File: src/rtl/fifo_pkg.sv
// fifo_pkg
// Types, constants and helper functions shared by the FIFO top level and its
// storage sub-module.
//   fifo_op_e  : classifies one clock cycle by which accesses were accepted.
//                The occupancy counter update is driven by this value.
//   RST_*      : values loaded into the control registers while rst is low.
//   fifo_cw()  : occupancy counter width for a given depth. The counter must
//                reach DEPTH itself, so it is one bit wider than a pointer.
//   is_pow2()  : used by the elaboration-time parameter checks.
package fifo_pkg;

  typedef enum logic [1:0] {
    OP_IDLE = 2'b00,  // no access accepted
    OP_WR   = 2'b01,  // write only
    OP_RD   = 2'b10,  // read only
    OP_RW   = 2'b11   // write and read in the same cycle
  } fifo_op_e;

  // Reset values for the control registers.
  localparam logic RST_FLAG      = 1'b0;  // overflow, underflow, dout_valid
  localparam logic RST_DOUT_ZERO = 1'b1;  // force dout to zero after reset

  function automatic int fifo_cw(input int depth);
    return $clog2(depth) + 1;
  endfunction

  function automatic bit is_pow2(input int v);
    return (v > 0) && ((v & (v - 1)) == 0);
  endfunction

endpackage

File: src/rtl/fifo_ram.sv
// fifo_ram
// Storage array for sync_fifo_param: one write port and one synchronous read
// port. There is no reset, so synthesis can map it onto block or distributed
// RAM.
//
// Ports:
//   clk    in   rising-edge clock
//   we     in   write enable
//   waddr  in   write address
//   wdata  in   write data
//   re     in   read enable; rdata keeps its value while re is low
//   raddr  in   read address
//   rdata  out  registered read data, valid one cycle after re
//
// The read and the write to the same address in the same cycle return the
// OLD contents (read-first). The FIFO relies on this when it is full and
// both accesses are accepted: wr_ptr equals rd_ptr in that case.
module fifo_ram #(
  parameter  int WIDTH = 16,
  parameter  int DEPTH = 32,
  localparam int AW    = $clog2(DEPTH)
) (
  input  logic             clk,
  input  logic             we,
  input  logic [AW-1:0]    waddr,
  input  logic [WIDTH-1:0] wdata,
  input  logic             re,
  input  logic [AW-1:0]    raddr,
  output logic [WIDTH-1:0] rdata
);

  logic [WIDTH-1:0] mem [DEPTH];

  // Both updates live in one process. Non-blocking semantics give the read
  // the value stored before this edge's write.
  always_ff @(posedge clk) begin
    if (we) begin
      mem[waddr] <= wdata;
    end
    if (re) begin
      rdata <= mem[raddr];
    end
  end

endmodule

File: src/rtl/sync_fifo_param.sv
// sync_fifo_param
// Single-clock FIFO with parametrised width and depth. It has programmable
// almost-full and almost-empty thresholds and sticky overflow/underflow
// flags.
//
// Parameters:
//   WIDTH      data word width (>= 1)
//   DEPTH      number of entries (power of two, >= 4)
//   AF_THRESH  almost_full  when counter >= AF_THRESH
//   AE_THRESH  almost_empty when counter <= AE_THRESH
//
// Ports:
//   clk           in   rising-edge clock
//   rst           in   asynchronous active-low reset
//   w_en, din     in   write request and its data
//   r_en          in   read request
//   dout          out  read data, one cycle after an accepted r_en
//   dout_valid    out  one-cycle strobe, high when dout carries new data
//   full, empty, half_full, almost_full, almost_empty
//                 out  compares of the registered occupancy
//   counter       out  occupancy, 0..DEPTH
//   overflow      out  sticky: a write was rejected
//   underflow     out  sticky: a read was rejected
//   err_clr       in   synchronous clear of both sticky flags. A new error in
//                      the same cycle takes priority over the clear.
//
// Acceptance is decided from registered state only. A write is accepted
// when the FIFO is not full, or when it is full and a read happens in the
// same cycle. A read is accepted only when the FIFO is not empty, so it
// never returns data written in the same cycle.
module sync_fifo_param
  import fifo_pkg::*;
#(
  parameter int WIDTH     = 16,
  parameter int DEPTH     = 32,
  parameter int AF_THRESH = DEPTH - 4,
  parameter int AE_THRESH = 4
) (
  input  logic                      clk,
  input  logic                      rst,
  input  logic                      w_en,
  input  logic [WIDTH-1:0]          din,
  input  logic                      r_en,
  output logic [WIDTH-1:0]          dout,
  output logic                      dout_valid,
  output logic                      full,
  output logic                      empty,
  output logic                      half_full,
  output logic                      almost_full,
  output logic                      almost_empty,
  output logic [fifo_cw(DEPTH)-1:0] counter,
  output logic                      overflow,
  output logic                      underflow,
  input  logic                      err_clr
);

  localparam int AW = $clog2(DEPTH);
  localparam int CW = fifo_cw(DEPTH);

  // Thresholds sized to the counter so the compares need no widening.
  localparam logic [CW-1:0] DEPTH_C = CW'(DEPTH);
  localparam logic [CW-1:0] HALF_C  = CW'(DEPTH / 2);
  localparam logic [CW-1:0] AF_C    = CW'(AF_THRESH);
  localparam logic [CW-1:0] AE_C    = CW'(AE_THRESH);

  // ---------------------------------------------------------------------
  // Elaboration-time parameter checks
  // ---------------------------------------------------------------------
  generate
    if (WIDTH < 1) begin : g_bad_width
      $error("sync_fifo_param: WIDTH must be >= 1");
    end
    if (!is_pow2(DEPTH) || (DEPTH < 4)) begin : g_bad_depth
      $error("sync_fifo_param: DEPTH must be a power of two and >= 4");
    end
    if (!((AE_THRESH > 0) && (AE_THRESH < AF_THRESH) && (AF_THRESH <= DEPTH)))
    begin : g_bad_thresh
      $error("sync_fifo_param: need 0 < AE_THRESH < AF_THRESH <= DEPTH");
    end
  endgenerate

  // ---------------------------------------------------------------------
  // State
  // ---------------------------------------------------------------------
  logic [AW-1:0] wr_ptr_q, wr_ptr_d;
  logic [AW-1:0] rd_ptr_q, rd_ptr_d;
  logic [CW-1:0] count_q,  count_d;
  logic          ovf_q,    ovf_d;
  logic          udf_q,    udf_d;
  logic          dvalid_q, dvalid_d;
  // The RAM read register has no reset. This flag masks dout to zero from
  // reset until the first accepted read loads real data.
  logic          dout_zero_q, dout_zero_d;

  logic             wr_acc;
  logic             rd_acc;
  fifo_op_e         op;
  logic [WIDTH-1:0] ram_rdata;

  // ---------------------------------------------------------------------
  // Status flags: compares of the registered counter
  // ---------------------------------------------------------------------
  assign full         = (count_q == DEPTH_C);
  assign empty        = (count_q == '0);
  assign half_full    = (count_q >= HALF_C);
  assign almost_full  = (count_q >= AF_C);
  assign almost_empty = (count_q <= AE_C);

  // When full, a write is still taken if a read frees the slot in the same
  // cycle. That read is always accepted, because full implies not empty.
  assign wr_acc = w_en & (~full | r_en);
  assign rd_acc = r_en & ~empty;

  // ---------------------------------------------------------------------
  // Next-state logic
  // ---------------------------------------------------------------------
  always_comb begin
    op = OP_IDLE;
    unique case ({rd_acc, wr_acc})
      2'b01:   op = OP_WR;
      2'b10:   op = OP_RD;
      2'b11:   op = OP_RW;
      default: op = OP_IDLE;
    endcase
  end

  always_comb begin
    wr_ptr_d    = wr_ptr_q;
    rd_ptr_d    = rd_ptr_q;
    count_d     = count_q;
    dvalid_d    = rd_acc;
    dout_zero_d = dout_zero_q & ~rd_acc;

    // Pointers are exactly AW bits, so they wrap from DEPTH-1 to 0 on
    // overflow of the addition.
    if (wr_acc) begin
      wr_ptr_d = wr_ptr_q + AW'(1);
    end
    if (rd_acc) begin
      rd_ptr_d = rd_ptr_q + AW'(1);
    end

    unique case (op)
      OP_WR:   count_d = count_q + CW'(1);
      OP_RD:   count_d = count_q - CW'(1);
      default: count_d = count_q;  // idle, or one in and one out
    endcase

    // The clear is applied first, so a same-cycle error re-sets the flag.
    ovf_d = err_clr ? 1'b0 : ovf_q;
    udf_d = err_clr ? 1'b0 : udf_q;
    if (w_en && !wr_acc) begin
      ovf_d = 1'b1;
    end
    if (r_en && !rd_acc) begin
      udf_d = 1'b1;
    end
  end

  always_ff @(posedge clk or negedge rst) begin
    if (!rst) begin
      wr_ptr_q    <= '0;
      rd_ptr_q    <= '0;
      count_q     <= '0;
      ovf_q       <= RST_FLAG;
      udf_q       <= RST_FLAG;
      dvalid_q    <= RST_FLAG;
      dout_zero_q <= RST_DOUT_ZERO;
    end else begin
      wr_ptr_q    <= wr_ptr_d;
      rd_ptr_q    <= rd_ptr_d;
      count_q     <= count_d;
      ovf_q       <= ovf_d;
      udf_q       <= udf_d;
      dvalid_q    <= dvalid_d;
      dout_zero_q <= dout_zero_d;
    end
  end

  // ---------------------------------------------------------------------
  // Storage
  // ---------------------------------------------------------------------
  // The RAM read register only loads on an accepted read. This gives the
  // one-cycle read latency, and dout holds its value between reads.
  fifo_ram #(
    .WIDTH (WIDTH),
    .DEPTH (DEPTH)
  ) u_ram (
    .clk   (clk),
    .we    (wr_acc),
    .waddr (wr_ptr_q),
    .wdata (din),
    .re    (rd_acc),
    .raddr (rd_ptr_q),
    .rdata (ram_rdata)
  );

  // ---------------------------------------------------------------------
  // Outputs
  // ---------------------------------------------------------------------
  assign dout       = dout_zero_q ? '0 : ram_rdata;
  assign dout_valid = dvalid_q;
  assign counter    = count_q;
  assign overflow   = ovf_q;
  assign underflow  = udf_q;

endmodule

File: config.mk
export PLATFORM = sky130hd
export DESIGN_NAME = sync_fifo_param
export DESIGN_NICKNAME = d
export VERILOG_FILES = /design/src/rtl/fifo_pkg.sv /design/src/rtl/fifo_ram.sv /design/src/rtl/sync_fifo_param.sv
export SDC_FILE = /design/constraint.sdc
export NUM_CORES = 1
export LEC_CHECK = 0
export CAP_MARGIN = 0
export CORE_UTILIZATION = 61
export DETAILED_ROUTE_END_ITERATION = 7
export GPL_ROUTABILITY_DRIVEN = 0
export GPL_TIMING_DRIVEN = 0
export PLACE_DENSITY = 0.79
export SYNTH_ARGS = -nofsm -noshare
export SYNTH_HDL_FRONTEND = slang
export SYNTH_SLANG_ARGS = --single-unit
export TNS_END_PERCENT = 20
File: constraint.sdc
create_clock -name clk -period 3 [get_ports clk]
set_input_delay 0.75 -clock clk [delete_from_list [all_inputs] [get_ports clk]]
set_output_delay 0.75 -clock clk [all_outputs]
set_load 0.01 [all_outputs]
==> summary.txt <==
# Post-CTS Setup Buffers = 0
Max Transition Viols Final = 0
Sw Share = 32.3%
part of the power in registers = 40.5%
largest net degree at the start of global routing = 33
CTS H-tree depth = 2
total track usage = 28.9%
Core Util, Final = 70.7%
Post-synth ARST share = 3.65%
Final HPWL DP = 31100 um
setup TNS = -1.47 ns
Num Clock Sinks = 548
Synth top area share = 73.9%
unrepaired setup endpoints after global routing = true
Top FF cell, synth = edfxtp_1
power per cell area = 950 mW/mm^2
Reg2Reg Depth = 5
Core Region = 0.0345 mm^2
initial antenna violation count = 1
post-synthesis sequential area ratio = 76.2%
Die Area = 0.0359 mm^2
Hold Crit Class = flip-flop to flip-flop
Peak VDD IR = 0.000579 V
Worst Setup Path Type = primary input to flip-flop
Overall Power = 23.2 mW
first-pass GRT wire length = 73100 um
Setup Skew = 0.0193 ns
hold buffers post-CTS = 0
Mapped Nets = 1130
Rows = 68
post-route ant nets = 0
hold slack final = 0.539 ns
leakage power = 8.01 nW
Syn Std Cell Area = 0.0215 mm^2
WP data arrival = 3.28 ns
number of port buffers = 50
drc violations = 0
fill count = 2074
Max Buffers Root-to-Sink = 3
top cells by area, synth = edfxtp_1 (74%), mux4_2 (6.7%), mux2i_1 (4.5%)
DP Cell Count = 1611
Setup WS post-layout = -0.0805 ns
Post-synth EDFFs = 528
Routed WL = 50900 um
Max Freq = 0.325 GHz
Iter 0 DRT Violations = 1471
synth-to-layout area growth = 13.8%
Root Driver = clkbuf_16
Finished Cell Area = 0.0244 mm^2
Worst Path Max Fanout = 16
via count = 11300
Slew headroom = 3.72%
status = complete, but fails checks
Sw Pwr = 7.49 mW
Syn Inst Count = 1101
pre-CTS setup slack = -1.20 ns
clock latency on the worst-skew pair = 0.58 ns
synth cell count leaders = edfxtp_1 (528), mux2i_1 (97), a22oi_1 (64), mux4_2 (64), nor2_1 (38)
CTS tree = done
area occupied by multi-input gates = 0.00491 mm^2
I/O Pins = 51
diode count = 0
FF+latch count, synth = 548
area leader, netlist = edfxtp_1
Initial Utilization = 62.1%
Final Hold Viols = 0
DR vias/cell = 6.64
post-route insts no fill = 1708
flip-flop and latch area = 0.0164 mm^2
Num CTS Buffers = 52
Yosys Warn Count = 0
share of layout cells above drive strength 1 = 22.6%
crit end category = flip-flop
Req. time, crit path = 3.20 ns
Tcrit/Tclk final = 103%
synth unique cells = 48
wire per inst = 29.8 um
CTS clock-pin slew for the worst setup and hold paths = 0.06 ns
Worst-Margin Slew = 1.44 ns
final setup fails = 33
combinational power share = 31.1%
placed cell areas = 0.0226 mm^2
Worst Setup Start Kind = primary input
die height = 190 um
count leader, synth = edfxtp_1
clock power share = 28.4%
WHS Path Cells = 1
Syn Area/Cell = 19.5 um^2
die width = 190 um
First-pass DRT Iterations = 7
P_int = 15.7 mW
failing checks = setup timing
nets = 1239
maxcap violations = 0
vias in the first global route = 11200
Period minus WS final = 3.08 ns
GR Overflow Total = 0
[worst max-delay path, cell delays in order]
cell and delay, ns:
clkdlybuf4s50_1 0.48, inv_1 0.10, a41oi_2 0.58, nand2_2 0.50, nor2_2 0.85
[cell usage in the layout, fill, tap and decap left out, types with 5 or more instances in the layout]
cell type / count
a22oi_1: 64
a31oi_1: 32
buf_2: 38
buf_4: 10
buf_6: 5
bufinv_16: 6
clkbuf_1: 37
clkbuf_16: 54
clkdlybuf4s50_1: 38
clkinv_1: 5
clkinv_2: 21
dfrtp_1: 19
edfxtp_1: 528
ha_1: 8
inv_1: 10
mux2_2: 34
mux2i_1: 97
mux4_2: 64
nand2_1: 6
nand4_1: 20
nor2_1: 5
nor2_2: 14
nor2_4: 19
nor2b_1: 19
o211ai_1: 32
xnor2_1: 9
xor2_1: 6
[what timing repair did]
item                       4_1_cts  5_1_grt
pin swaps                        1        0
setup endpoints to repair      402      399
resized for setup               16       24
hold endpoints to repair         0        0
[cell families after synthesis]
kind of cell	after synthesis	share of synthesized area, %
flops	548	76.2
mux	195	13.0
compound gates	145	4.92
simple gates	113	2.96
buf+inv	77	1.77
xor+xnor	15	0.612
fa+ha+maj	8	0.467
[path summary, 6_finish.rpt]
check | startpoint | endpoint | slack [ns]
min reg2reg | underflow | underflow | 0.54
max reg2reg | counter[0] | u_ram.mem[9][2] | 0.01
max in group asynchronous | rst | wr_ptr_q[1] | 1.53
max | r_en | u_ram.mem[9][2] | -0.08
min in group asynchronous | rst | rd_ptr_q[3] | 0.79
min | underflow | underflow | 0.54
[area by class of cell]
type	instances	share of cell area, %
Buffer	67	1.40
Clock buffer	63	5.67
Clock inverter	34	1.34
Inverter	10	0.154
Multi-Input combinational cell	476	20.1
Sequential cell	548	67.0
Tap cell	455	2.33
Timing Repair Buffer	55	2.02
[state kept, by name, indices dropped and copies added, names as in the netlist]
register / flops
dout_zero_q: 1
wr_ptr_q: 5
underflow: 1
u_ram.mem: 512
u_ram.rdata: 16
rd_ptr_q: 5
counter: 6
overflow: 1
dout_valid: 1
[routing by layer]
metal / vias to the layer above / GRT usage [%] / part of all wire, %
li1: 4723 / - / -
met5: - / 0 / 0.020
met4: 2 / 12.9 / 4.6
met3: 136 / 5.61 / 8.8
met1: 5852 / 39.4 / 38
met2: 624 / 45.9 / 49
[power groups by stage]
| stage | registers (mW) | logic, mW | clock network [mW] |
|---|---|---|---|
| floorplan | 9.50 | 4.36 | 0 |
| global placement | 9.53 | 6.79 | 0 |
| detailed placement | 9.56 | 6.95 | 0 |
| CTS | 9.41 | 7.05 | 6.60 |
| global route | 9.46 | 7.51 | 6.88 |
| finish | 9.41 | 7.22 | 6.58 |
(Power assumes the default switching activity.)
